--- src/rtl/ahb_burst_arbiter.sv ---
`default_nettype none
// ============================================================================
// Module   : ahb_burst_arbiter
// Desc     : Round-robin arbiter sharing one AHB master between NUM_REQ
//            requesters; sequences NONSEQ/SEQ INCR bursts on the P* bus.
// Revision : 1.0  initial release
// ============================================================================
module ahb_burst_arbiter #(
    parameter int NUM_REQ = 2,
    parameter int LEN_W   = 4
) (
    input  logic                     HCLK,
    input  logic                     HRESETn,
    input  logic [NUM_REQ-1:0]       REQ_VALID,
    input  logic [32*NUM_REQ-1:0]    REQ_ADDR,
    input  logic [NUM_REQ-1:0]       REQ_WRITE,
    input  logic [3*NUM_REQ-1:0]     REQ_SIZE,
    input  logic [LEN_W*NUM_REQ-1:0] REQ_LEN,
    input  logic [32*NUM_REQ-1:0]    REQ_WDATA,
    input  logic                     HREADY,
    input  logic                     HRESP,
    output logic [NUM_REQ-1:0]       REQ_GRANT,
    output logic [NUM_REQ-1:0]       REQ_BEAT,
    output logic [NUM_REQ-1:0]       REQ_DONE,
    output logic [NUM_REQ-1:0]       REQ_ERR,
    output logic [31:0]              PADDR,
    output logic [31:0]              PWDATA,
    output logic                     PWRITE,
    output logic [2:0]               PSIZE,
    output logic [1:0]               PTRANS,
    output logic [2:0]               PBURST,
    output logic                     BUSY
);

    localparam int OW = (NUM_REQ > 1) ? $clog2(NUM_REQ) : 1;

    localparam logic [1:0] TRANS_IDLE   = 2'b00;
    localparam logic [1:0] TRANS_NONSEQ = 2'b10;
    localparam logic [1:0] TRANS_SEQ    = 2'b11;
    localparam logic [2:0] BURST_SINGLE = 3'b000;
    localparam logic [2:0] BURST_INCR   = 3'b001;

    typedef enum logic [1:0] {
        ST_IDLE   = 2'd0,
        ST_NONSEQ = 2'd1,
        ST_SEQ    = 2'd2
    } state_t;

    state_t             state, state_nxt;
    logic [OW-1:0]      owner, owner_nxt;
    logic [OW-1:0]      rr_ptr, rr_nxt;
    logic [LEN_W-1:0]   remain, remain_nxt;
    logic [31:0]        paddr_nxt, pwdata_nxt;
    logic               pwrite_nxt, busy_nxt;
    logic [2:0]         psize_nxt, pburst_nxt;
    logic [1:0]         ptrans_nxt;
    logic [NUM_REQ-1:0] grant_nxt, beat_nxt, done_nxt, err_nxt;

    logic [31:0]        addr_a  [NUM_REQ];
    logic [31:0]        wdata_a [NUM_REQ];
    logic [2:0]         size_a  [NUM_REQ];
    logic [LEN_W-1:0]   len_a   [NUM_REQ];

    genvar gi;
    generate
        for (gi = 0; gi < NUM_REQ; gi++) begin : g_unpack
            assign addr_a[gi]  = REQ_ADDR[32*gi +: 32];
            assign wdata_a[gi] = REQ_WDATA[32*gi +: 32];
            assign size_a[gi]  = (REQ_SIZE[3*gi +: 3] > 3'd2) ? 3'd2 : REQ_SIZE[3*gi +: 3];
            assign len_a[gi]   = REQ_LEN[LEN_W*gi +: LEN_W];
        end
    endgenerate

    // First valid requester at or after the round-robin pointer, wrapping.
    logic          win_found;
    logic [OW-1:0] win_idx;
    logic [OW-1:0] cand;

    always_comb begin
        win_found = 1'b0;
        win_idx   = '0;
        cand      = '0;
        for (int k = 0; k < NUM_REQ; k++) begin
            cand = OW'((int'(rr_ptr) + k) % NUM_REQ);
            if (!win_found && REQ_VALID[cand]) begin
                win_found = 1'b1;
                win_idx   = cand;
            end
        end
    end

    always_comb begin
        state_nxt  = state;
        owner_nxt  = owner;
        rr_nxt     = rr_ptr;
        remain_nxt = remain;
        paddr_nxt  = PADDR;
        pwdata_nxt = PWDATA;
        pwrite_nxt = PWRITE;
        psize_nxt  = PSIZE;
        ptrans_nxt = PTRANS;
        pburst_nxt = PBURST;
        grant_nxt  = REQ_GRANT;
        busy_nxt   = BUSY;
        beat_nxt   = '0;
        done_nxt   = '0;
        err_nxt    = '0;

        case (state)
            ST_IDLE: begin
                paddr_nxt  = '0;
                pwdata_nxt = '0;
                pwrite_nxt = 1'b0;
                psize_nxt  = '0;
                ptrans_nxt = TRANS_IDLE;
                pburst_nxt = BURST_SINGLE;
                grant_nxt  = '0;
                busy_nxt   = 1'b0;
                if (win_found) begin
                    state_nxt          = ST_NONSEQ;
                    owner_nxt          = win_idx;
                    paddr_nxt          = addr_a[win_idx];
                    pwdata_nxt         = wdata_a[win_idx];
                    pwrite_nxt         = REQ_WRITE[win_idx];
                    psize_nxt          = size_a[win_idx];
                    ptrans_nxt         = TRANS_NONSEQ;
                    // A zero length is run as a single beat.
                    remain_nxt         = (len_a[win_idx] == '0) ? '0 : len_a[win_idx] - 1'b1;
                    pburst_nxt         = (len_a[win_idx] > LEN_W'(1)) ? BURST_INCR : BURST_SINGLE;
                    grant_nxt[win_idx] = 1'b1;
                    busy_nxt           = 1'b1;
                end
            end
            ST_NONSEQ, ST_SEQ: begin
                pwdata_nxt = wdata_a[owner];
                if (HRESP || (HREADY && remain == '0)) begin
                    if (HRESP) begin
                        err_nxt[owner] = 1'b1;
                    end else begin
                        beat_nxt[owner] = 1'b1;
                        done_nxt[owner] = 1'b1;
                    end
                    state_nxt  = ST_IDLE;
                    rr_nxt     = (owner == OW'(NUM_REQ - 1)) ? '0 : owner + 1'b1;
                    paddr_nxt  = '0;
                    pwdata_nxt = '0;
                    pwrite_nxt = 1'b0;
                    psize_nxt  = '0;
                    ptrans_nxt = TRANS_IDLE;
                    pburst_nxt = BURST_SINGLE;
                    grant_nxt  = '0;
                    busy_nxt   = 1'b0;
                end else if (HREADY) begin
                    beat_nxt[owner] = 1'b1;
                    state_nxt       = ST_SEQ;
                    remain_nxt      = remain - 1'b1;
                    paddr_nxt       = PADDR + (32'd1 << PSIZE);
                    ptrans_nxt      = TRANS_SEQ;
                end
            end
            default: begin
                state_nxt  = ST_IDLE;
                ptrans_nxt = TRANS_IDLE;
                grant_nxt  = '0;
                busy_nxt   = 1'b0;
            end
        endcase
    end

    always_ff @(posedge HCLK) begin
        if (!HRESETn) begin
            state     <= ST_IDLE;
            owner     <= '0;
            rr_ptr    <= '0;
            remain    <= '0;
            PADDR     <= '0;
            PWDATA    <= '0;
            PWRITE    <= 1'b0;
            PSIZE     <= '0;
            PTRANS    <= TRANS_IDLE;
            PBURST    <= BURST_SINGLE;
            REQ_GRANT <= '0;
            REQ_BEAT  <= '0;
            REQ_DONE  <= '0;
            REQ_ERR   <= '0;
            BUSY      <= 1'b0;
        end else begin
            state     <= state_nxt;
            owner     <= owner_nxt;
            rr_ptr    <= rr_nxt;
            remain    <= remain_nxt;
            PADDR     <= paddr_nxt;
            PWDATA    <= pwdata_nxt;
            PWRITE    <= pwrite_nxt;
            PSIZE     <= psize_nxt;
            PTRANS    <= ptrans_nxt;
            PBURST    <= pburst_nxt;
            REQ_GRANT <= grant_nxt;
            REQ_BEAT  <= beat_nxt;
            REQ_DONE  <= done_nxt;
            REQ_ERR   <= err_nxt;
            BUSY      <= busy_nxt;
        end
    end

endmodule
`default_nettype wire
--- config.mk ---
export PLATFORM = sky130hd
export DESIGN_NAME = ahb_burst_arbiter
export DESIGN_NICKNAME = d
export VERILOG_FILES = /design/src/rtl/ahb_burst_arbiter.sv
export SDC_FILE = /design/constraint.sdc
export NUM_CORES = 1
export LEC_CHECK = 0
export ABC_CLOCK_PERIOD_IN_PS = 5400
export CAP_MARGIN = 10
export CORE_ASPECT_RATIO = 1.2
export CORE_UTILIZATION = 47
export CTS_BUF_LIST = sky130_fd_sc_hd__clkbuf_8
export DETAILED_ROUTE_END_ITERATION = 16
export MAX_ROUTING_LAYER = met4
export PLACE_DENSITY = 0.89
export SLEW_MARGIN = 20
export SYNTH_ARGS = -nofsm -noshare
export SYNTH_HDL_FRONTEND = slang
export SYNTH_SLANG_ARGS = --single-unit
--- constraint.sdc ---
create_clock -name HCLK -period 5.4 [get_ports HCLK]
set_clock_uncertainty 0.2 [all_clocks]
set_input_delay 0.81 -clock HCLK [delete_from_list [all_inputs] [get_ports HCLK]]
set_output_delay 0.81 -clock HCLK [all_outputs]
set_load 0.005 [all_outputs]
---- Word level (Yosys, flattened, before mapping) ----
Cells that the tools add are included.
operators by class
  $add $sub $neg .......................... 5
  order comparisons ....................... 11
  equal/unequal tests ..................... 7
  shift-type cells ........................ 1
  mux-type cells .......................... 69
  bitwise operators ....................... 2
  reductions and logical operators ........ 20
operators with widths
  kind                  count
  $mux 32               14
  $pmux 32 s2           2
  $add 32x32->32        1
  $shl 1x3->32 const A  1
  $mux 4                7
  $mux 2                11
  $mux 3                7
  $mux 1                18
  $pmux 2 s2            3
  $pmux 3 s2            2
  $reduce_and 2->1      6
  $logic_not 4->1       2
  $lt 1x2->1 const B    4
  $ne 2x2->1 const B    4
  $pmux 4 s2            1
  $reduce_and 4->1      2
  $sub 4x1->4 const B   2
  $gt 3x2->1 const B    2
  $ge 2x2->1 const B    2
  $gt 4x1->1 const B    1
  $logic_and 1x1->1     4
  $not 1->2             2
  $pmux 1 s2            2
  $ne 3x3->1 const B    1
  other kinds (11)      14
word-level totals
  bits in registers ....................... 90
  logic and storage cells ................. 130

---- Depth between registers and ports, before layout ----
Gate-level depths: netlist of run 1.
  depth in word-level cells ............... 14
  gate-level depth with buffers ........... 11
  mapped depth without buffers ............ 10

---- Worst setup path after synthesis of run 1 ----
OpenSTA, ideal clock, no wires.
  kind .................................... register -> register
  start point ............................. reg PSIZE[0]
  end point ............................... reg PADDR[28]
  setup time .............................. 122 ps
  arrival ................................. 2,500 ps
  slack ................................... 2,579 ps
  cell stages (with the launch flop) ...... 12
  path buffers ............................ 1
  clock period less this slack ............ 2,821 ps
  path through ............................ dfxtp_1 > clkbuf_1 > nor3_1 > ha_1 > inv_1 > fa_1 > nand2b_1 > a21oi_2 > o21a_1 > nand3_1 > o211a_1 > a221o_1
on the way
  word-level cells in the longest chain between the ends .. 5
ends and longest elaborated chain
  element                   RTL line  RTL
  start: declaration        29        output logic [2:0] PSIZE,
  start signal: assignment  195       PSIZE <= psize_nxt;
  $shl 1x3->32              157       paddr_nxt = PADDR + (32'd1 << PSIZE);
  $add 32x32->32            157
  $mux 32                   153       end else if (HREADY) begin
  $mux 32                   136       if (HRESP || (HREADY && remain == '0)) begin
  $pmux 32 s2               109       case (state)
  end signal: assignment    192       PADDR <= paddr_nxt;
  end: declaration          26        output logic [31:0] PADDR,
Every way passes these cells. The select of a mux whose other input is x is not followed.
A chain may end at the register's enable or synchronous reset.

---- Worst setup path in the final report of run 1 ----
  start point ............................. reg state[1]
  end point ............................... reg PWDATA[23]
on the way
  word-level cells in the longest chain between the ends .. 3
  elaborated cells between the ends (all ways) .. 6
  those cells by class .................... eq/ne (2); mux (1); reduce/logical (3)
ends and longest elaborated chain
  element                                                  RTL line  RTL
  start: declaration                                       49        state_t state, state_nxt;
  start signal: assignment                                 188       state <= state_nxt;
  $eq 2x1->1 / $eq 2x2->1 (equally long branches)          109
  $reduce_or 2->1                                          109
  $pmux 32 s2 / $reduce_bool 2->1 (equally long branches)  --
  end signal: assignment                                   193       PWDATA <= pwdata_nxt;
  end: declaration                                         27        output logic [31:0] PWDATA,
Parallel ways exist; a longest one is shown, timed or not.

==> out/qor.txt, run 1 <==
FINISH
------------------------------------------------------------------------------------
Ant. Diodes                                                                        0
Final design instance area without fill                                 0.00758 sq mm
Fin nets                                                                         995
Fillcell total                                                                   788
Fraction of final layout cells sized beyond drive strength 1                  0.0550
Filler-free cell count of the finished design                                    966
Area delta synth->final                                                        49.4%

FLOORPLAN
------------------------------------------------------------------------------------
I/O Pins                                                                         232
Die outline area                                                        0.0112 sq mm
Die height                                                                    116 um
Effective utilization at floorplan                                             0.482
Width of the chip                                                            96.8 um
Core region area                                                        0.0105 sq mm
Number of placement rows                                                          41

CTS
------------------------------------------------------------------------------------
Total CTS buffers                                                                  9
Max Buffers Root-to-Sink                                                           2
Source-to-sink clock delay at the later pin of the worst-skew pair            370 ps
Number of levels in the clock H-tree                                               3
Count of cells resized by post-cts repair                                          0
Number of setup buffers added after CTS                                            0
Register clock-pin slew on the reported worst setup and hold paths            100 ps
Cell at the root of the clock tree                                      sky130_fd_sc_hd__clkbuf_8
Cts hold-fix bufs                                                                  0
Count of clock tree sinks                                                         88
CTS tree                                                                       built

GLOBAL ROUTE
------------------------------------------------------------------------------------
Via count of the first global-routing pass                                      5792
Wire length of the first global-routing pass                                27800 um
GRT Resource Usage Total                                                       0.318
Pin count of the biggest net entering global routing                              42
Initial antenna violation count                                                    0
Overflow after GRT                                                                 0

STA
------------------------------------------------------------------------------------
Tmin final                                                                   3380 ps
Count of endpoints failing setup in the final report                               0
Sum Neg Setup Slack                                                             0 ps
Number of hold-slack violations in the final timing report                         0
Max frequency                                                                296 MHz
Number of slew-limit violations in the final report                                0
Relative max-transition margin                                                 0.211
Setup repair after global routing missed its margin                               no
Period utilisation layout                                                      0.627
Slew at the pin closest to its max-slew limit                                1180 ps
Worst-case setup margin in the final layout                                  2020 ps

WORST SETUP PATH
------------------------------------------------------------------------------------
Flop-to-flop setup slack                                                     2020 ps
Sort of element at the end of the critical path                                 flop
Type of origin of the critical path                                             flop
WP data arrival                                                              3480 ps
CP required                                                                  5500 ps
Reg2Reg Capture Point                                                   PWDATA[23]$_SDFFE_PN0P_
Setup Crit Path Kind                                                    flop to flop
Max FO, Critical Path                                                             25
Depth of the most critical reg-to-reg path                                         9
Critical R2R Launch                                                     state[1]$_SDFFE_PN0P_

LOGIC SYNTHESIS
------------------------------------------------------------------------------------
Netlist Area Pre-Place                                                  0.00507 sq mm
Distinct cell type count of the synthesized netlist                               73
Synth Instances                                                                  630
Number of warnings printed during yosys synthesis                                  0
Sequential-to-total area share from yosys stat                                 0.347
Number of synthesized flops with an enable pin                                     0
Per-instance average area after synthesis                                 8.05 sq um
Proportion of synthesized flip-flops having asynchronous set or reset              0
Primary flip-flop cell chosen by synthesis mapping                      sky130_fd_sc_hd__dfxtp_1
Synthesis-stage register bit count                                                88

ROUTING
------------------------------------------------------------------------------------
WL per Instance                                                              18.7 um
Remaining number of nets flagged by the antenna check after routing                0
DRC violations left                                                                0
Starting DRT DRC Count                                                           521
Number of detailed-route iterations in the first pass                              7
Routed via count divided by cell count                                          6.16
Total detailed-routing wirelength                                           18100 um
Vias after detailed routing                                                     5949

PWR
------------------------------------------------------------------------------------
Power per Cell Area                                                      275 mW/mm^2
Highest ir drop seen on vdd                                               0.000198 V
Total power after layout                                                     2080 uW
Static Leakage                                                            0.00301 uW

PLACED DESIGN
------------------------------------------------------------------------------------
Number of buffers inserted by port buffering                                     229
Total placed instance area                                              0.00735 sq mm
Placed wire-length estimate                                                 13300 um
Cell total after placement                                                       948
Placer congestion estimate                                                     0.944
Pre-CTS setup slack                                                          1640 ps

HOLD PATH
------------------------------------------------------------------------------------
Hold Path Depth                                                                    2
Hold/Removal Path Class                                                 flop to flop
Beginning of the worst hold path                                        REQ_GRANT[0]$_SDFFE_PN0P_
Worst min-delay path endpoint                                           REQ_GRANT[0]$_SDFFE_PN0P_

RUN
------------------------------------------------------------------------------------
Max capacitance violation total                                                    0

RUN STATUS
------------------------------------------------------------------------------------
Run status                                                              finished clean

[metal layers]
layer  share of wire  global-route usage  routed length (um)  vias to the layer above
li1                -                   -                   -                     2768
met1            0.37               0.339                6730                     2772
met2            0.51               0.569                9180                      366
met3           0.094              0.0694                1700                       43
met4           0.025               0.142                 444                        0
met5               0                   -                   0                        -
[where the power goes]
group / total [uW] / switching [uW] / internal, uW
Combinational: 768 / 372 / 397
Clock: 477 / 259 / 218
Sequential: 837 / 96.8 / 741
[flip-flops by register name, indices dropped and copies added (netlist names), 2 cells and up]
name,count
PADDR,32
REQ_BEAT,2
remain,4
REQ_GRANT,2
PSIZE,3
state,2
REQ_DONE,2
REQ_ERR,2
PTRANS,2
PWDATA,32
[final cells by class]
| class | count | area (sq um) | area share |
|---|---|---|---|
| repair buffers | 237 | 2370 | 0.312 |
| clock buffers | 9 | 124 | 0.0163 |
| clock inverters | 7 | 78.8 | 0.0104 |
| multi-input cells | 449 | 2910 | 0.384 |
| flip-flops and latches | 88 | 1760 | 0.232 |
| inverters | 47 | 176 | 0.0233 |
| well taps | 129 | 161 | 0.0213 |
[cells in the final DEF (no fill, tap or decap), types with 5 or more instances in the layout]
master,n
sky130_fd_sc_hd__nand2_1,46
sky130_fd_sc_hd__dfxtp_1,88
sky130_fd_sc_hd__a21oi_1,40
sky130_fd_sc_hd__o22ai_1,7
sky130_fd_sc_hd__o311ai_0,6
sky130_fd_sc_hd__nand3_1,13
sky130_fd_sc_hd__a22oi_1,37
sky130_fd_sc_hd__o211ai_1,8
sky130_fd_sc_hd__a211oi_1,5
sky130_fd_sc_hd__nor4_1,7
sky130_fd_sc_hd__a222oi_1,32
sky130_fd_sc_hd__ha_1,12
sky130_fd_sc_hd__inv_1,46
sky130_fd_sc_hd__nand2b_1,5
sky130_fd_sc_hd__nor2_1,72
sky130_fd_sc_hd__nand4_1,10
sky130_fd_sc_hd__xnor2_1,5
sky130_fd_sc_hd__mux2i_1,8
sky130_fd_sc_hd__a31oi_1,8
sky130_fd_sc_hd__clkdlybuf4s50_1,229
sky130_fd_sc_hd__nor3_1,17
sky130_fd_sc_hd__buf_4,6
sky130_fd_sc_hd__clkbuf_8,9
sky130_fd_sc_hd__o21ai_0,37
sky130_fd_sc_hd__and3_1,5
[kinds of logic (layout without fill, tap and decap cells)]
family / after synthesis / after routing / synth area share
multiplexers: 8 / 8 / 0.0158
AO/OA/AOI/OAI: 213 / 213 / 0.302
AND/OR/NAND/NOR: 205 / 205 / 0.205
other: 1 / 2 / 0.000739
buffers and inverters: 94 / 300 / 0.0821
XOR/XNOR: 8 / 8 / 0.0138
flip-flops: 88 / 88 / 0.347
adder cells (fa/ha/maj): 13 / 13 / 0.0335
[worst max-delay path, stage by stage, from the launching register on]
cell                        delay (ps)
sky130_fd_sc_hd__dfxtp_1           370
sky130_fd_sc_hd__inv_1              50
sky130_fd_sc_hd__ha_1              840
sky130_fd_sc_hd__inv_2             270
sky130_fd_sc_hd__or3_4             540
sky130_fd_sc_hd__a2bb2oi_1         190
sky130_fd_sc_hd__nor3_4            340
sky130_fd_sc_hd__buf_8             250
sky130_fd_sc_hd__a222oi_1          130
sky130_fd_sc_hd__inv_1             120
[synthesized netlist by cell type (6+ instances only)]
master | n | area (sq um)
sky130_fd_sc_hd__a21oi_1 | 40 | 200
sky130_fd_sc_hd__a222oi_1 | 32 | 320
sky130_fd_sc_hd__a22oi_1 | 37 | 278
sky130_fd_sc_hd__a31oi_1 | 8 | 50.1
sky130_fd_sc_hd__buf_2 | 12 | 60.1
sky130_fd_sc_hd__clkbuf_1 | 25 | 93.8
sky130_fd_sc_hd__dfxtp_1 | 88 | 1760
sky130_fd_sc_hd__ha_1 | 12 | 150
sky130_fd_sc_hd__inv_1 | 46 | 173
sky130_fd_sc_hd__mux2i_1 | 8 | 80.1
sky130_fd_sc_hd__nand2_1 | 46 | 173
sky130_fd_sc_hd__nand3_1 | 13 | 65.1
sky130_fd_sc_hd__nand4_1 | 10 | 62.6
sky130_fd_sc_hd__nor2_1 | 72 | 270
sky130_fd_sc_hd__nor3_1 | 17 | 85.1
sky130_fd_sc_hd__nor4_1 | 7 | 43.8
sky130_fd_sc_hd__o211ai_1 | 8 | 60.1
sky130_fd_sc_hd__o21ai_0 | 37 | 185
sky130_fd_sc_hd__o22ai_1 | 7 | 43.8
sky130_fd_sc_hd__o311ai_0 | 6 | 52.6
[stage by stage]
| stage | hold WS, ps | util |
|---|---|---|
| after detailed placement | 269 | 0.699 |
| after global routing | 305 | 0.721 |
| after CTS | 291 | 0.718 |
| after floorplan | 248 | - |
| after global placement | 265 | 0.699 |
| final | 292 | 0.721 |
[how the worst max path moves through the flow]
stage / endpoint / from / depth (start not counted)
after global routing: PADDR[20]$_SDFFE_PN0P_ / PSIZE[0]$_SDFFE_PN0P_ / 10
after global placement: PWDATA[6]$_SDFFE_PN0P_ / REQ_VALID[0] / 8
final: PWDATA[23]$_SDFFE_PN0P_ / state[1]$_SDFFE_PN0P_ / 9
after detailed placement: PWDATA[23]$_SDFFE_PN0P_ / REQ_VALID[0] / 8
after CTS: PWDATA[23]$_SDFFE_PN0P_ / state[1]$_SDFFE_PN0P_ / 8
after floorplan: PADDR[28]$_SDFFE_PN0P_ / PSIZE[0]$_SDFFE_PN0P_ / 11
Power figures use the tool's default switching activity.
==> run 2: changes to the inputs <==
- ABC_CLOCK_PERIOD_IN_PS: 5400 -> 3300
- CORE_UTILIZATION: 47 -> 43
- PLACE_DENSITY: 0.89 -> 0.83
- clock period: 5.4 -> 3.3 ns (I/O delays scaled with it)
==> out/qor.txt, run 2 (same netlist as run 1, synthesis figures left out) <==
RUN STATUS
----------------------------------------------------------------------------------
Run status                                                            finished clean

WORST SETUP PATH
----------------------------------------------------------------------------------
WP data arrival                                                            3060 ps
Setup Crit Path Kind                                                  flop to flop
Cell breakdown of the critical path                                   nor3_1 > ha_1 > inv_1 > fa_1 > nand2b_1 > a21oi_2 > o21ai_1 > nor4_1 > mux2i_1 > o22ai_1
Sort of element at the end of the critical path                               flop
Flop-to-flop setup slack                                                    280 ps
Max FO, Critical Path                                                           10
Critical path's largest stage delay                                         400 ps
CP required                                                                3340 ps
Crit path max-delay cell type                                         sky130_fd_sc_hd__dfxtp_1
Critical path startpoint                                              PSIZE[1]$_SDFFE_PN0P_
Kind of cell adding the most delay to the critical path               simple AND/OR/NAND/NOR gates
Buffer and inverter count on the worst path                                      1
Last element of the critical path                                     PADDR[14]$_SDFFE_PN0P_
Type of origin of the critical path                                           flop
Depth of the most critical reg-to-reg path                                      10
Reg2Reg Capture Point                                                 PADDR[14]$_SDFFE_PN0P_
Critical R2R Launch                                                   PSIZE[1]$_SDFFE_PN0P_
Number of logic stages on the critical path including buffering                 10

PWR
----------------------------------------------------------------------------------
Clock power share                                                            0.218
Power per Cell Area                                                    444 mW/mm^2
Sequential share of power                                                    0.402
Sw frac                                                                      0.350
Logic pwr share                                                              0.380
Total internal power                                                       2220 uW
Static Leakage                                                          0.00306 uW
Psw                                                                        1190 uW
Highest ir drop seen on vdd                                             0.000318 V

STA
----------------------------------------------------------------------------------
Slew at the pin closest to its max-slew limit                               601 ps
Period utilisation layout                                                    0.914
Number of hold-slack violations in the final timing report                       0
Count of endpoints failing setup in the final report                             0
Tightest hold margin                                                        283 ps
Tmin final                                                                 3020 ps
Setup repair after global routing missed its margin                             no
Number of slew-limit violations in the final report                              0
Max frequency                                                              332 MHz
Relative max-transition margin                                               0.598
Sum Neg Setup Slack                                                           0 ps

ROUTING
----------------------------------------------------------------------------------
DRC violations left                                                              0
Total detailed-routing wirelength                                         19600 um
Number of detailed-route iterations in the first pass                            6
WL per Instance                                                            19.5 um
Vias after detailed routing                                                   5925
Remaining number of nets flagged by the antenna check after routing              0
Routed via count divided by cell count                                        5.91
Starting DRT DRC Count                                                         446

GLOBAL ROUTE
----------------------------------------------------------------------------------
Pin count of the biggest net entering global routing                            41
Wire length of the first global-routing pass                              29500 um
Via count of the first global-routing pass                                    5847
Initial antenna violation count                                                  0
Overflow after GRT                                                               0
GRT Resource Usage Total                                                     0.322

FLOORPLAN
----------------------------------------------------------------------------------
Die outline area                                                      0.0122 sq mm
Core region area                                                      0.0115 sq mm
Die height                                                                  121 um
Number of placement rows                                                        43
I/O Pins                                                                       232
Width of the chip                                                           101 um
Effective utilization at floorplan                                           0.441

CTS
----------------------------------------------------------------------------------
Total CTS buffers                                                                9
Source-to-sink clock delay at the later pin of the worst-skew pair          360 ps
Max Buffers Root-to-Sink                                                         2
Count of clock tree sinks                                                       88
Register clock-pin slew on the reported worst setup and hold paths           90 ps
Number of setup buffers added after CTS                                          0
Number of levels in the clock H-tree                                             3
Cell at the root of the clock tree                                    sky130_fd_sc_hd__clkbuf_8
CTS tree                                                                     built

FINISH
----------------------------------------------------------------------------------
Leading cell types in the layout, fill and taps excluded              sky130_fd_sc_hd__clkdlybuf4s50_1, sky130_fd_sc_hd__dfxtp_1, sky130_fd_sc_hd__nor2_1
Ant. Diodes                                                                      0
Most common library cell in the layout ignoring fill and taps         sky130_fd_sc_hd__clkdlybuf4s50_1
Area delta synth->final                                                      51.6%
Fraction of final layout cells sized beyond drive strength 1                0.0662
Largest registers                                                     PADDR x32, PWDATA x32, remain x4
Fin nets                                                                      1005

PLACED DESIGN
----------------------------------------------------------------------------------
Placer congestion estimate                                                   0.922
Number of buffers inserted by port buffering                                   229
Placed wire-length estimate                                               14700 um

RUN
----------------------------------------------------------------------------------
Max capacitance violation total                                                  0

HOLD PATH
----------------------------------------------------------------------------------
Hold/Removal Path Class                                               flop to flop

==> run 2: power by group through the flow <==
stage                     registers, uW  clock network, uW  logic, uW
after floorplan                    1350                  0        654
after global placement             1380                  0       1230
after detailed placement           1390                  0       1270
after CTS                          1360                755       1280
after global routing               1390                799       1410
final                              1370                745       1290
==> run 2: stage by stage <==
stage | cell area [sq um] | setup WS (ps) | util | instances | total power [uW]
2_1_floorplan | 5080 | 479 | - | 631 | 2000
3_3_place_gp | 7450 | 234 | 0.647 | 985 | 2610
3_5_place_dp | 7450 | 57.4 | 0.647 | 985 | 2660
4_1_cts | 7640 | 167 | 0.663 | 1000 | 3400
5_1_grt | 7690 | 11.6 | 0.668 | 1003 | 3600
6_report | 7690 | 285 | 0.668 | 1003 | 3410
==> run 2: how the worst min path moves through the flow <==
stage / startpoint / to / slack [ps] / depth (start not counted)
final: REQ_GRANT[0]$_SDFFE_PN0P_ / REQ_GRANT[0]$_SDFFE_PN0P_ / 280 / 2
after global routing: REQ_GRANT[0]$_SDFFE_PN0P_ / REQ_GRANT[0]$_SDFFE_PN0P_ / 300 / 2
after CTS: REQ_GRANT[0]$_SDFFE_PN0P_ / REQ_GRANT[0]$_SDFFE_PN0P_ / 280 / 2
after detailed placement: REQ_GRANT[0]$_SDFFE_PN0P_ / REQ_GRANT[0]$_SDFFE_PN0P_ / 270 / 2
after global placement: REQ_GRANT[0]$_SDFFE_PN0P_ / REQ_GRANT[0]$_SDFFE_PN0P_ / 250 / 2
after floorplan: REQ_GRANT[0]$_SDFFE_PN0P_ / REQ_GRANT[0]$_SDFFE_PN0P_ / 250 / 2
==> run 2: layer usage <==
| metal | global-route usage | part of all wire | up-vias |
|---|---|---|---|
| li1 | - | - | 2786 |
| met4 | 0.128 | 0.026 | 0 |
| met2 | 0.546 | 0.50 | 347 |
| met1 | 0.370 | 0.38 | 2747 |
| met3 | 0.0662 | 0.096 | 45 |
| met5 | - | 0 | - |
==> run 2: area by class of cell <==
class | count | area (sq um)
fill | 1020 | 3820
inverter | 47 | 176
timing repair buffer | 247 | 2450
clock inverter | 6 | 62.6
clock buffer | 9 | 124
multi-input combinational | 449 | 2920
tap | 157 | 196
sequential | 88 | 1760
==> run 2: timing repair <==
item | CTS | global route
resized for setup | 0 | 3
hold buffers | 0 | 0
setup endpoints to repair | 0 | 5
==> run 2: worst register-to-register path, stage by stage, from the launching register on <==
cell                       delay (ps)
sky130_fd_sc_hd__dfxtp_1          400
sky130_fd_sc_hd__nor3_1           220
sky130_fd_sc_hd__ha_1             230
sky130_fd_sc_hd__inv_1             70
sky130_fd_sc_hd__fa_1             400
sky130_fd_sc_hd__nand2b_1         190
sky130_fd_sc_hd__a21oi_2          240
sky130_fd_sc_hd__o21ai_1          230
sky130_fd_sc_hd__nor4_1           370
sky130_fd_sc_hd__mux2i_1          250
sky130_fd_sc_hd__o22ai_1          100
==> run 3: changes to the inputs <==
- CAP_MARGIN: 10 -> 20
==> results of run 3 <==
The final DEF is identical to that of run 2; final timing and power are the same.
